### src/rtl/ternary_neuron_stream.sv
// ternary_neuron_stream: streamed ternary-weight MAC neuron with a saturating
// accumulator, signed bias and sign activation.
module ternary_neuron_stream #(
   parameter int N_INPUTS = 64,
   parameter int IN_W     = 2,
   parameter int ACC_W    = 8,
   parameter int BIAS_W   = 4,
   parameter int ACT_MODE = 0
) (
   input  logic                        clk,
   input  logic                        rst_n,
   input  logic                        start,
   input  logic                        abort,
   input  logic                        in_valid,
   output logic                        in_ready,
   input  logic [IN_W-1:0]             input_val,
   input  logic [1:0]                  weight,
   input  logic [BIAS_W-1:0]           bias,
   output logic [$clog2(N_INPUTS)-1:0] idx_out,
   output logic                        busy,
   output logic                        done,
   output logic [ACC_W-1:0]            result,
   output logic [1:0]                  act_out,
   output logic                        sat_flag
);
   localparam int IDX_W = $clog2(N_INPUTS);

   typedef enum logic [1:0] {IDLE, ACCUM, BIAS, DONE} state_t;

   state_t           state;
   logic [ACC_W-1:0] acc;
   logic [ACC_W:0]   mag;
   logic [ACC_W:0]   acc_sum;
   logic [ACC_W:0]   bias_sum;
   logic [ACC_W-1:0] acc_clip;
   logic [ACC_W-1:0] bias_clip;
   logic             acc_ovf;
   logic             bias_ovf;
   logic             last;
   logic [1:0]       act_n;

   // one bit of headroom: overflow shows up as disagreeing top two bits
   function automatic logic [ACC_W-1:0] clamp(input logic [ACC_W:0] v);
      return (v[ACC_W] != v[ACC_W-1]) ? {v[ACC_W], {(ACC_W-1){~v[ACC_W]}}} : v[ACC_W-1:0];
   endfunction

   always_comb begin
      mag       = {{(ACC_W+1-IN_W){1'b0}}, input_val};
      acc_sum   = {acc[ACC_W-1], acc} + (weight == 2'b01 ? mag : weight == 2'b11 ? -mag : '0);
      bias_sum  = {acc[ACC_W-1], acc} + {{(ACC_W+1-BIAS_W){bias[BIAS_W-1]}}, bias};
      acc_ovf   = acc_sum[ACC_W] != acc_sum[ACC_W-1];
      bias_ovf  = bias_sum[ACC_W] != bias_sum[ACC_W-1];
      acc_clip  = clamp(acc_sum);
      bias_clip = clamp(bias_sum);
      act_n     = (ACT_MODE == 1 && bias_clip == '0) ? 2'b00 : bias_clip[ACC_W-1] ? 2'b11 : 2'b01;
      last      = idx_out == IDX_W'(N_INPUTS - 1);
   end

   always_ff @(posedge clk or negedge rst_n) begin
      if (!rst_n) begin
         state    <= IDLE;
         acc      <= '0;
         idx_out  <= '0;
         result   <= '0;
         act_out  <= 2'b00;
         sat_flag <= 1'b0;
      end else if (abort) begin
         state   <= IDLE;
         acc     <= '0;
         idx_out <= '0;
      end else begin
         case (state)
            IDLE: if (start) begin
               acc      <= '0;
               idx_out  <= '0;
               sat_flag <= 1'b0;
               state    <= ACCUM;
            end
            ACCUM: if (in_valid) begin
               acc      <= acc_clip;
               sat_flag <= sat_flag | acc_ovf;
               idx_out  <= last ? '0 : idx_out + 1'b1;
               if (last) state <= BIAS;
            end
            BIAS: begin
               result   <= bias_clip;
               act_out  <= act_n;
               sat_flag <= sat_flag | bias_ovf;
               state    <= DONE;
            end
            default: if (!start) state <= IDLE;
         endcase
      end
   end

   assign in_ready = state == ACCUM;
   assign busy     = state == ACCUM || state == BIAS;
   assign done     = state == DONE;
endmodule
### config.mk
export PLATFORM = sky130hd
export DESIGN_NAME = ternary_neuron_stream
export DESIGN_NICKNAME = d
export VERILOG_FILES = /design/src/rtl/ternary_neuron_stream.sv
export SDC_FILE = /design/constraint.sdc
export NUM_CORES = 1
export LEC_CHECK = 0
export CORE_ASPECT_RATIO = 1.1
export CORE_MARGIN = 10
export CORE_UTILIZATION = 35
export CTS_CLUSTER_DIAMETER = 120
export CTS_CLUSTER_SIZE = 24
export DETAILED_ROUTE_END_ITERATION = 16
export GPL_TIMING_DRIVEN = 0
export PLACE_DENSITY_LB_ADDON = 0.25
export SKIP_CTS_REPAIR_TIMING = 1
export SLEW_MARGIN = 20
export SYNTH_ARGS = -nofsm -noshare
export SYNTH_HDL_FRONTEND = slang
export SYNTH_SLANG_ARGS = --single-unit
### constraint.sdc
create_clock -name clk -period 3.11 [get_ports clk]
set_input_delay 0.622 -clock clk [delete_from_list [all_inputs] [get_ports clk]]
set_output_delay 0.622 -clock clk [all_outputs]
set_load 0.005 [all_outputs]
==> impl_results.md <==
- Height of the die: about 100 um
- Routing usage on met3: 0.0130
- Clock period minus worst slack: 3030 ps
- DRC marker count from the first detailed-route iteration: 79
- Deepest level of the CTS H-tree: 1
- Seq/Total Area, Yosys: 0.288
- Critical Path Start Type: input port
- Final core area utilization: 0.479
- Sum of overflow across all layers after global routing: 0
- Root buf cell: sky130_fd_sc_hd__clkbuf_8
- Count of maximum capacitance violations: 0
- Global-route wire length before repair: 9110 um
- Clock insertion delay at the later pin of the skew report: about 270 ps
- Commonest non-fill, non-tap cells in the layout: sky130_fd_sc_hd__clkdlybuf4s50_1, sky130_fd_sc_hd__nor2_1, sky130_fd_sc_hd__dfrtp_1
- Setup Viol. Count Final: 0
- Global routing usage on met1: 0.141
- Number of buffers added on ports: 32
- Last weighted congestion value of the routability-driven placer: 0.859
- Primary flip-flop cell chosen by synthesis mapping: sky130_fd_sc_hd__dfrtp_1
- Core footprint: 6230 um2
- Worst-case hold slack: 351 ps
- Synth unique cells: 68
- Largest incremental delay on the critical path: around 530 ps
- Mean instance size in the synthesized netlist: around 8.8 um2
- Number of optimization iterations in the first detailed-route pass: 4
- Yosys synthesis warning count: 0
- Leakage power of the design: 1.26 nW
- # IOs: 33
- Cell area after layout: 2980 um2
- Placed inst area: 2670 um2
- Post-synthesis cell area: 2260 um2
- Clock edge transition at the registers on the reported setup and hold paths: approximately 90 ps
- Run status: finished clean
- Post-route antenna net violation count: 0
- Critical Path AT: about 3200 ps
- Total routing usage reported by global routing: 0.107
- Number of cells in the finished layout apart from fillers: ~380
- Grt met2 use: 0.180
- Setup slack after placement: -703 ps
- Largest fanout on the critical path: 6
- Number of global-route vias before repair: 1924
- Final Worst Setup Slack: 82.6 ps
- Fraction of final layout cells with drive strength greater than 1: 0.193
- Slowest cell on crit path: sky130_fd_sc_hd__clkdlybuf4s50_1
- Kind of critical path: in -> reg
- Post-synthesis register bit count: 26
- Placed wire-length estimate: about 4300 um
- Slew of the pin with the lowest slew margin: 795 ps
- Critical path required time: 3300 ps
- Chain of cells forming the critical path: clkdlybuf4s50_1 -> and2_1 -> ha_2 -> inv_1 -> fa_2 -> and3b_2 -> o2bb2ai_4 -> a31oi_1 -> mux2i_4 -> buf_4 -> nor2_1 -> o22ai_1
- Drt total wl: 5740 um
- Clock tree buffer depth: 2
- Post-Synthesis Cells: 257
- Cts bufs inserted: 3
- Starting density of the core: 0.362
- Max-slew violations: 0
- Achievable Freq: 330 MHz
- Routed via count: slightly above 2000
- Number of enable flip-flop cells after synthesis: 0
- Number of sinks handled by clock tree synthesis: 26
- Die footprint: 10100 um2
- Commonest non-fill, non-tap cell in the layout: sky130_fd_sc_hd__clkdlybuf4s50_1
- Mean number of vias per cell: 5.39
- Nature of the critical path endpoint: register
- Ratio of final minimum period to clock period: 0.973
- Diode insertion count for antenna repair: 0
- CTS tree: built
- DRC: 0
- Antenna violations before repair: 0
- Headroom to the max-slew limit: 0.467
- Pwr per Cell Area: 504 nW/um2
- Number of placed instances with taps included: 369
- Nets: 337
- Post-synth ARST share: 1.00
- Type of the most critical hold path: in -> async
- Bufs and invs on worst path: 3
- Worst IR Drop VDD: 305 uV
- Final Hold Viols: 0
- GRT Max-Usage Layer: met2
- Net count after synthesis: 292
- P&R area growth vs syn: 32.1%
- Row cnt: 30
- Family with the most delay on the worst path: buffers and inverters
- Chip Width: 96.6 um
- Pin count of the biggest net entering global routing: 27
- Clock skew after layout: between 4 and 5 ps
- Per-cell routed wire length: 15.1 um
area by class of cell:
| class | instances | area (um2) |
|---|---|---|
| fillers | 615 | 3250 |
| multi-input cells | 213 | 1700 |
| flip-flops and latches | 26 | 651 |
| repair buffers | 40 | 380 |
| well taps | 80 | 100 |
| inverters | 12 | 47.5 |
| clock buffers | 3 | 41.3 |
| plain buffers | 6 | 35.0 |
| clock inverters | 1 | 30.0 |
metrics by stage:
step	total power (W)	setup TNS (ps)
5_1_grt	0.00162	-1.74
3_3_place_gp	0.00118	-5580
2_1_floorplan	0.000881	0
3_5_place_dp	0.00119	-5440
4_1_cts	0.00148	-2850
6_report	0.00150	0
where the power goes:
part / switching, W / leakage [nW] / total [W] / internal [W]
Combinational: 0.000344 / 0.886 / 0.000736 / 0.000392
Sequential: 0.0000645 / 0.334 / 0.000482 / 0.000418
Clock: 0.000113 / 0.0357 / 0.000285 / 0.000172
Total: 0.000521 / 1.26 / 0.00150 / 0.000981
cell usage after synthesis (3+ instances only):
| cell type | count | share of area |
|---|---|---|
| sky130_fd_sc_hd__a211oi_1 | 3 | 0.010 |
| sky130_fd_sc_hd__nand2b_1 | 6 | 0.017 |
| sky130_fd_sc_hd__inv_1 | 11 | 0.018 |
| sky130_fd_sc_hd__a31oi_1 | 6 | 0.017 |
| sky130_fd_sc_hd__o21ai_0 | 16 | 0.035 |
| sky130_fd_sc_hd__nor2b_1 | 9 | 0.025 |
| sky130_fd_sc_hd__o31ai_1 | 4 | 0.013 |
| sky130_fd_sc_hd__a21o_1 | 3 | 0.010 |
| sky130_fd_sc_hd__nor2_1 | 26 | 0.043 |
| sky130_fd_sc_hd__nand3_1 | 4 | 0.0089 |
| sky130_fd_sc_hd__xnor2_1 | 5 | 0.019 |
| sky130_fd_sc_hd__a311oi_1 | 3 | 0.012 |
| sky130_fd_sc_hd__nor3b_1 | 4 | 0.013 |
| sky130_fd_sc_hd__ha_1 | 20 | 0.11 |
| sky130_fd_sc_hd__or2_2 | 3 | 0.0083 |
| sky130_fd_sc_hd__a21oi_1 | 8 | 0.018 |
| sky130_fd_sc_hd__nor3_1 | 8 | 0.018 |
| sky130_fd_sc_hd__nand2_1 | 21 | 0.035 |
| sky130_fd_sc_hd__dfrtp_1 | 26 | 0.29 |
| sky130_fd_sc_hd__and3_1 | 3 | 0.0083 |
| sky130_fd_sc_hd__and2_1 | 5 | 0.014 |
| sky130_fd_sc_hd__o21ai_1 | 6 | 0.013 |
path summary, 6_finish.rpt:
check	start	to	slack, ps	depth (start not counted)
max reg2reg	acc[0]	result[0]	560	8
min reg2reg	act_out[0]	act_out[0]	490	1
max in group asynchronous	rst_n	result[3]	2360	1
min	rst_n	act_out[0]	350	1
min in group clk	act_out[0]	act_out[0]	490	1
max	weight[0]	acc[2]	80	12
sequential cells by signal, summed over array words and instances, names as in the netlist:
register and cells:
acc 8, idx_out 6, result 8, state 2
sat_flag 1, act_out 1
routing by layer:
layer	share of wire	vias up
met5	0	-
met4	0.0047	0
met3	0.036	2
met2	0.50	28
met1	0.46	983
li1	-	1040
cell families (layout without fill, tap and decap cells):
kind of cell,count (synthesis),in the layout,synth area share
DFF,26,26,0.288
xor gates and xnor gates,7,7,0.0272
muxes,3,3,0.0150
AOI/OAI and AO/OA,77,77,0.252
and+or+nand+nor,104,104,0.253
adders and majority gates,22,22,0.129
buffers and inverters,18,62,0.0355
No activity file was read; power rests on OpenSTA's default activity.
==> variant 1 (same settings) <==
Change the parameter `ACT_MODE` from 0 to 1.
--- a/src/rtl/ternary_neuron_stream.sv
+++ b/src/rtl/ternary_neuron_stream.sv
@@ -6,5 +6,5 @@
    parameter int ACC_W    = 8,
    parameter int BIAS_W   = 4,
-   parameter int ACT_MODE = 0
+   parameter int ACT_MODE = 1
 ) (
    input  logic                        clk,
Function: same outputs for any inputs over 10 cycles, from zero or initial values and one cycle with rst_n low; that may be too few to reach the edited logic, so the function may still have changed.
==> variant 1 against the original RTL <==
- non-clock buffer count is 1 lower
- cell area is 8.2% lower
- wire length is 14% lower
- power is 5.4% higher
- register-to-register slack worse by 0.02 ns
- sequential cell count is 1 higher
- worst setup slack better by 0.090 ns
- synthesized cell count is 7.4% lower
- area after synthesis is 3.3% lower
- critical path type unchanged
- largest power group unchanged
==> variant 1: results (changes against the original RTL) <==
Status
  – Outcome: finished, final reports clean

Drt
  – Vias/cell: 5.207 (-3.4%)
  – Routed Wire Length: 4918 um (-14%)
  – TritonRoute pass-1 iters: 4 (unchanged)
  – DRT iter0 DRCs: 37 (-53%)

Layout
  – Antenna cells: 0 (unchanged)
  – Fin cells: 358 (-6.0%)
  – Net count, final: 314 (-6.8%)
  – Share of cells above drive strength 1: 13.31% (-6.0 points)
  – Largest registers: acc x8, result x8, idx_out x6

Global route
  – First-pass GRT wire length: 8169 um (-10%)
  – GR Util All Layers: 10.17% (-0.53 points)
  – Met3 GRT Util: 0.9468% (-0.35 points)
  – Vias in the first global route: 1724 (-10%)
  – Largest net degree at the start of global routing: 28 (+3.7%)
  – Global Route met2 Usage: 17.90% (-0.10 points)
  – Initial antenna violation count: 0 (unchanged)
  – M1 GR Usage: 11.87% (-2.2 points)
  – Congestion Overflow GR: 0 (unchanged)

Clock tree
  – Clock-pin slew on the worst setup and hold paths: 0.10 ns
  – Worst-skew pair later-pin latency: 0.28 ns
  – TritonCTS Buffers: 3 (unchanged)
  – Root Driver: clkbuf_8
  – Clock Path Buffers: 2 (unchanged)
  – Htree depth: 1 (unchanged)

Place
  – Placed cells: 349 (-5.4%)
  – Post-Place Cell Area: 0.002589 mm^2 (-3.1%)
  – DP HPWL: 3929 um (-8.5%)
  – IO Port Bufs: 31 (-3.1%)
  – Routability Congestion: 0.7355 (-14%)
  – Pre-CTS setup slack: -0.6898 ns (+0.01285 ns)

Synth
  – Top_reg_cell synth: dfrtp_1
  – Commonest cells in the netlist: dfrtp_1, nor2_1, ha_1, nand2_1, o21ai_0
  – Synth Area in Adders: 15.24% (+2.4 points)
  – Syn Inst Count: 238 (-7.4%)
  – Synth warn: 0 (unchanged)
  – Synth async-reset ratio: 100.0% (unchanged)
  – Synth Area in XOR/XNOR: 3.209% (+0.49 points)
  – Multiplexer share of the synthesized area: 3.381% (+1.9 points)
  – Syn_nets: 273 (-6.5%)
  – Synth area leaders: dfrtp_1, ha_1, o21ai_0
  – Post-synthesis cell type count: 55 (-19%)
  – Compound-Gate Fraction of Synth Area: 23.61% (-1.6 points)
  – Seq/Total Area, Yosys: 30.95% (+2.1 points)

Power
  – VDD IR max: 0.2681 mV (-12%)
  – Leakage: 1.250 nW (-0.47%)

Setup path
  – WP data arrival: 3.11 ns (-0.11 ns)
  – Worst Path Max Fanout: 4 (-2)
  – Reg2reg setup slack: 0.54 ns (-0.02 ns)

Timing
  – WHS: 0.3340 ns (-0.01700 ns)
  – Clock skew: 0.004145 ns (+0.00004799 ns)
  – Tightest Pin Transition: 0.6021 ns (-0.1933 ns)
  – Max Fclk: 0.3404 GHz (+3.1%)

Hold path
  – Worst Hold Class: in -> async
[variant 1: worst max-delay path, stage by stage]
cell,delay (ns)
clkdlybuf4s50_1,0.45
and2_1,0.16
ha_1,0.20
inv_1,0.07
fa_1,0.23
and3b_1,0.21
o2bb2ai_1,0.13
a21oi_2,0.20
o221ai_2,0.13
buf_4,0.16
maj3_1,0.34
a22o_1,0.20
[variant 1: cells by family (layout without fill, tap and decap cells)]
logic type / Yosys count / after routing
AOI/OAI and AO/OA: 71 / 71
xor gates and xnor gates: 8 / 8
adders and majority gates: 26 / 26
buffers and inverters: 20 / 60
DFF: 27 / 27
muxes: 7 / 7
and+or+nand+nor: 79 / 79
[variant 1: layer usage]
metal,routed length (um),vias to the layer above
met3,200,7
met2,2452,27
li1,-,970
met1,2142,860
met4,122,0
met5,0,-
[variant 1: final cells by class]
class                   count  area [um^2]
multi-input cells         191         1463
well taps                  80        100.1
fillers                   600         3381
flip-flops and latches     27        675.6
inverters                  11        43.79
clock inverters             1        5.005
clock buffers               3        41.29
repair buffers             36        350.3
plain buffers               9        58.81
[variant 1: where the power goes]
part / switching, mW / internal [mW] / leakage (nW) / total (mW)
Clock: 0.116 / 0.0902 / 0.0255 / 0.206
Combinational: 0.400 / 0.452 / 0.870 / 0.851
Sequential: 0.0811 / 0.445 / 0.354 / 0.526
[variant 1: worst paths after layout]
| check | start | to | cells after the start |
|---|---|---|---|
| max reg2reg | acc[1] | act_out[0] | 7 |
| min | rst_n | state[0] | 1 |
| min in group clk | act_out[1] | act_out[1] | 2 |
| max | weight[0] | acc[0] | 12 |
| max in group asynchronous | rst_n | acc[1] | 1 |
| min reg2reg | act_out[1] | act_out[1] | 2 |
==> variant 2 (same flow settings) <==
Made on the original files. Reset style: synchronous (`rst_n`), changed in one clocked block.
--- a/src/rtl/ternary_neuron_stream.sv
+++ b/src/rtl/ternary_neuron_stream.sv
@@ -57,5 +57,5 @@
    end
 
-   always_ff @(posedge clk or negedge rst_n) begin
+   always_ff @(posedge clk) begin
       if (!rst_n) begin
          state    <= IDLE;
Behaviour: differs if rst_n is asserted again (counterexample within 4 cycles, from zero or initial values and one cycle with rst_n low); with rst_n held inactive, the same outputs for 10 cycles.
==> variant 2 against the original RTL <==
- wire length fell by 18%
- worst setup slack improved by 0.13 ns
- non-clock buffer count rose by 5
- global-route usage is 0.93 points lower
- fmax up 4.4%
- area after synthesis down 13%
- count of clock-buffer cells in the layout rose by 1
- register-to-register slack improved by 0.09 ns
- sequential cell count unchanged
- first-iteration DRC count is 11% lower
- cell area decreased by 13%
- largest cell class unchanged
Power is not compared: it rests on default switching activity, and its combinational part moved more than twofold at a synthesized area within 25%.
==> variant 2: results (changes against the original RTL) <==
Global route
  – First-pass GRT wire length: 7583 um (-17%)
  – Largest net degree at the start of global routing: 15 (-44%)
  – Initial antenna violation count: 0 (unchanged)
  – Met3 GRT Util: 2.883% (+1.6 points)
  – GR Util All Layers: 9.765% (-0.93 points)
  – M1 GR Usage: 11.78% (-2.3 points)
  – Vias in the first global route: 1720 (-11%)
  – Global Route met2 Usage: 16.09% (-1.9 points)

Place
  – Post-Place Cell Area: 0.002377 mm^2 (-11%)
  – Placed cells: 349 (-5.4%)
  – Routability Congestion: 0.8084 (-5.8%)
  – DP HPWL: 3554 um (-17%)
  – IO Port Bufs: 31 (-3.1%)

Timing
  – Max_slew headroom: 67.52% (+21 points)
  – Clock skew: 0.002076 ns (-0.002021 ns)
  – Fin Setup TNS: 0 ns (unchanged)
  – Final cycle utilization of the critical path: 93.22% (-4.1 points)

Hold path
  – Worst Hold Class: reg -> reg

Setup path
  – WP data arrival: 3.11 ns (-0.11 ns)
  – Cell family with most CP delay: buffers and inverters
  – CP peak stage delay: 0.49 ns (-0.04 ns)
  – Worst Path Max Fanout: 4 (-2)

Clock tree
  – Clock-pin slew on the worst setup and hold paths: 0.09 ns (about the same)
  – TritonCTS Buffers: 3 (unchanged)
  – Worst-skew pair later-pin latency: 0.27 ns (about the same)
  – Root Driver: clkbuf_8
  – CTS tree: done
  – Clock Path Buffers: 2 (unchanged)
  – Htree depth: 1 (unchanged)

Drt
  – Met2 WL: 2262 um (-22%)
  – Wirelength per Cell: 12.98 um (-14%)
  – TritonRoute pass-1 iters: 5 (+1)
  – Met1 WL: 2168 um (-17%)
  – Vias/cell: 5.135 (-4.7%)
  – DRT iter0 DRCs: 70 (-11%)
  – Metal3 WL: 244 um (+20%)
  – Routed via count: 1869 (-9.0%)

Power
  – VDD IR max: 0.1843 mV
  – Leakage: 1.061 nW

Status
  – Outcome: finished, final reports clean

Synth
  – Mean Syn Cell Area: 8.120 um^2 (-7.5%)
  – Synth async-reset ratio: 0% (-100 points)
  – Post-synth top area cell: dfxtp_1
  – Synth area leaders: dfxtp_1, ha_1, nand2_1
  – Seq/Total Area, Yosys: 26.38% (-2.4 points)
  – Post-synthesis cell type count: 51 (-25%)
  – Commonest cells in the netlist: dfxtp_1, nand2_1, nor2_1, ha_1, a21oi_1
  – Syn_nets: 277 (-5.1%)
  – Synth warn: 0 (unchanged)

Layout
  – Largest registers: acc x8, result x8, idx_out x6
  – Antenna cells: 0 (unchanged)
  – Net count, final: 324 (-3.9%)
  – Share of cells above drive strength 1: 12.80% (-6.5 points)
-- variant 2: cell types whose count changed after synthesis, sizes merged, moves of 7 or more --
cell,unedited run,this run
a221o,0,7
o21ai,22,13
dfxtp,0,26
a21oi,9,17
dfrtp,26,0
-- variant 2: cells by family after synthesis --
logic type,count (synthesis),synth area share [%]
flops,26,26.38
mux,3,1.522
xor+xnor,14,6.595
fa+ha+maj,21,14.08
simple gates,91,24.03
compound gates,64,21.81
buf+inv,24,5.579
-- variant 2: cell type report --
type | instances | area (um^2)
multi-input combinational | 193 | 1425
tap | 75 | 93.84
sequential | 26 | 520.5
fill | 535 | 2824
inverter | 15 | 56.30
clock buffer | 4 | 55.05
timing repair buffer | 42 | 401.6
buffer | 9 | 53.80
-- variant 2: per-stage QoR --
stage | setup WS (ns) | util (%)
floorplan | 0.3027 | -
CTS | -0.2983 | 44.79
detailed placement | -0.5773 | 43.78
finish | 0.2109 | 48.00
global route | 0.04225 | 48.00
global placement | -0.5497 | 43.78
-- variant 2: power groups by stage --
| stage | combinational, mW | sequential (mW) | clock [mW] |
|---|---|---|---|
| 2_1_floorplan | 0.0793 | 0.347 | 0 |
| 3_3_place_gp | 0.121 | 0.347 | 0 |
| 3_5_place_dp | 0.122 | 0.347 | 0 |
| 4_1_cts | 0.123 | 0.339 | 0.230 |
| 5_1_grt | 0.150 | 0.340 | 0.241 |
| 6_report | 0.133 | 0.339 | 0.226 |
-- variant 2: final timing paths --
check,start,end,slack (ns),cells past startpoint
worst min register to register,act_out[0],act_out[0],0.48,1
worst min-delay path,act_out[0],act_out[0],0.48,1
worst max-delay path,weight[0],acc[6],0.21,13
worst max register to register,acc[0],result[0],0.65,9
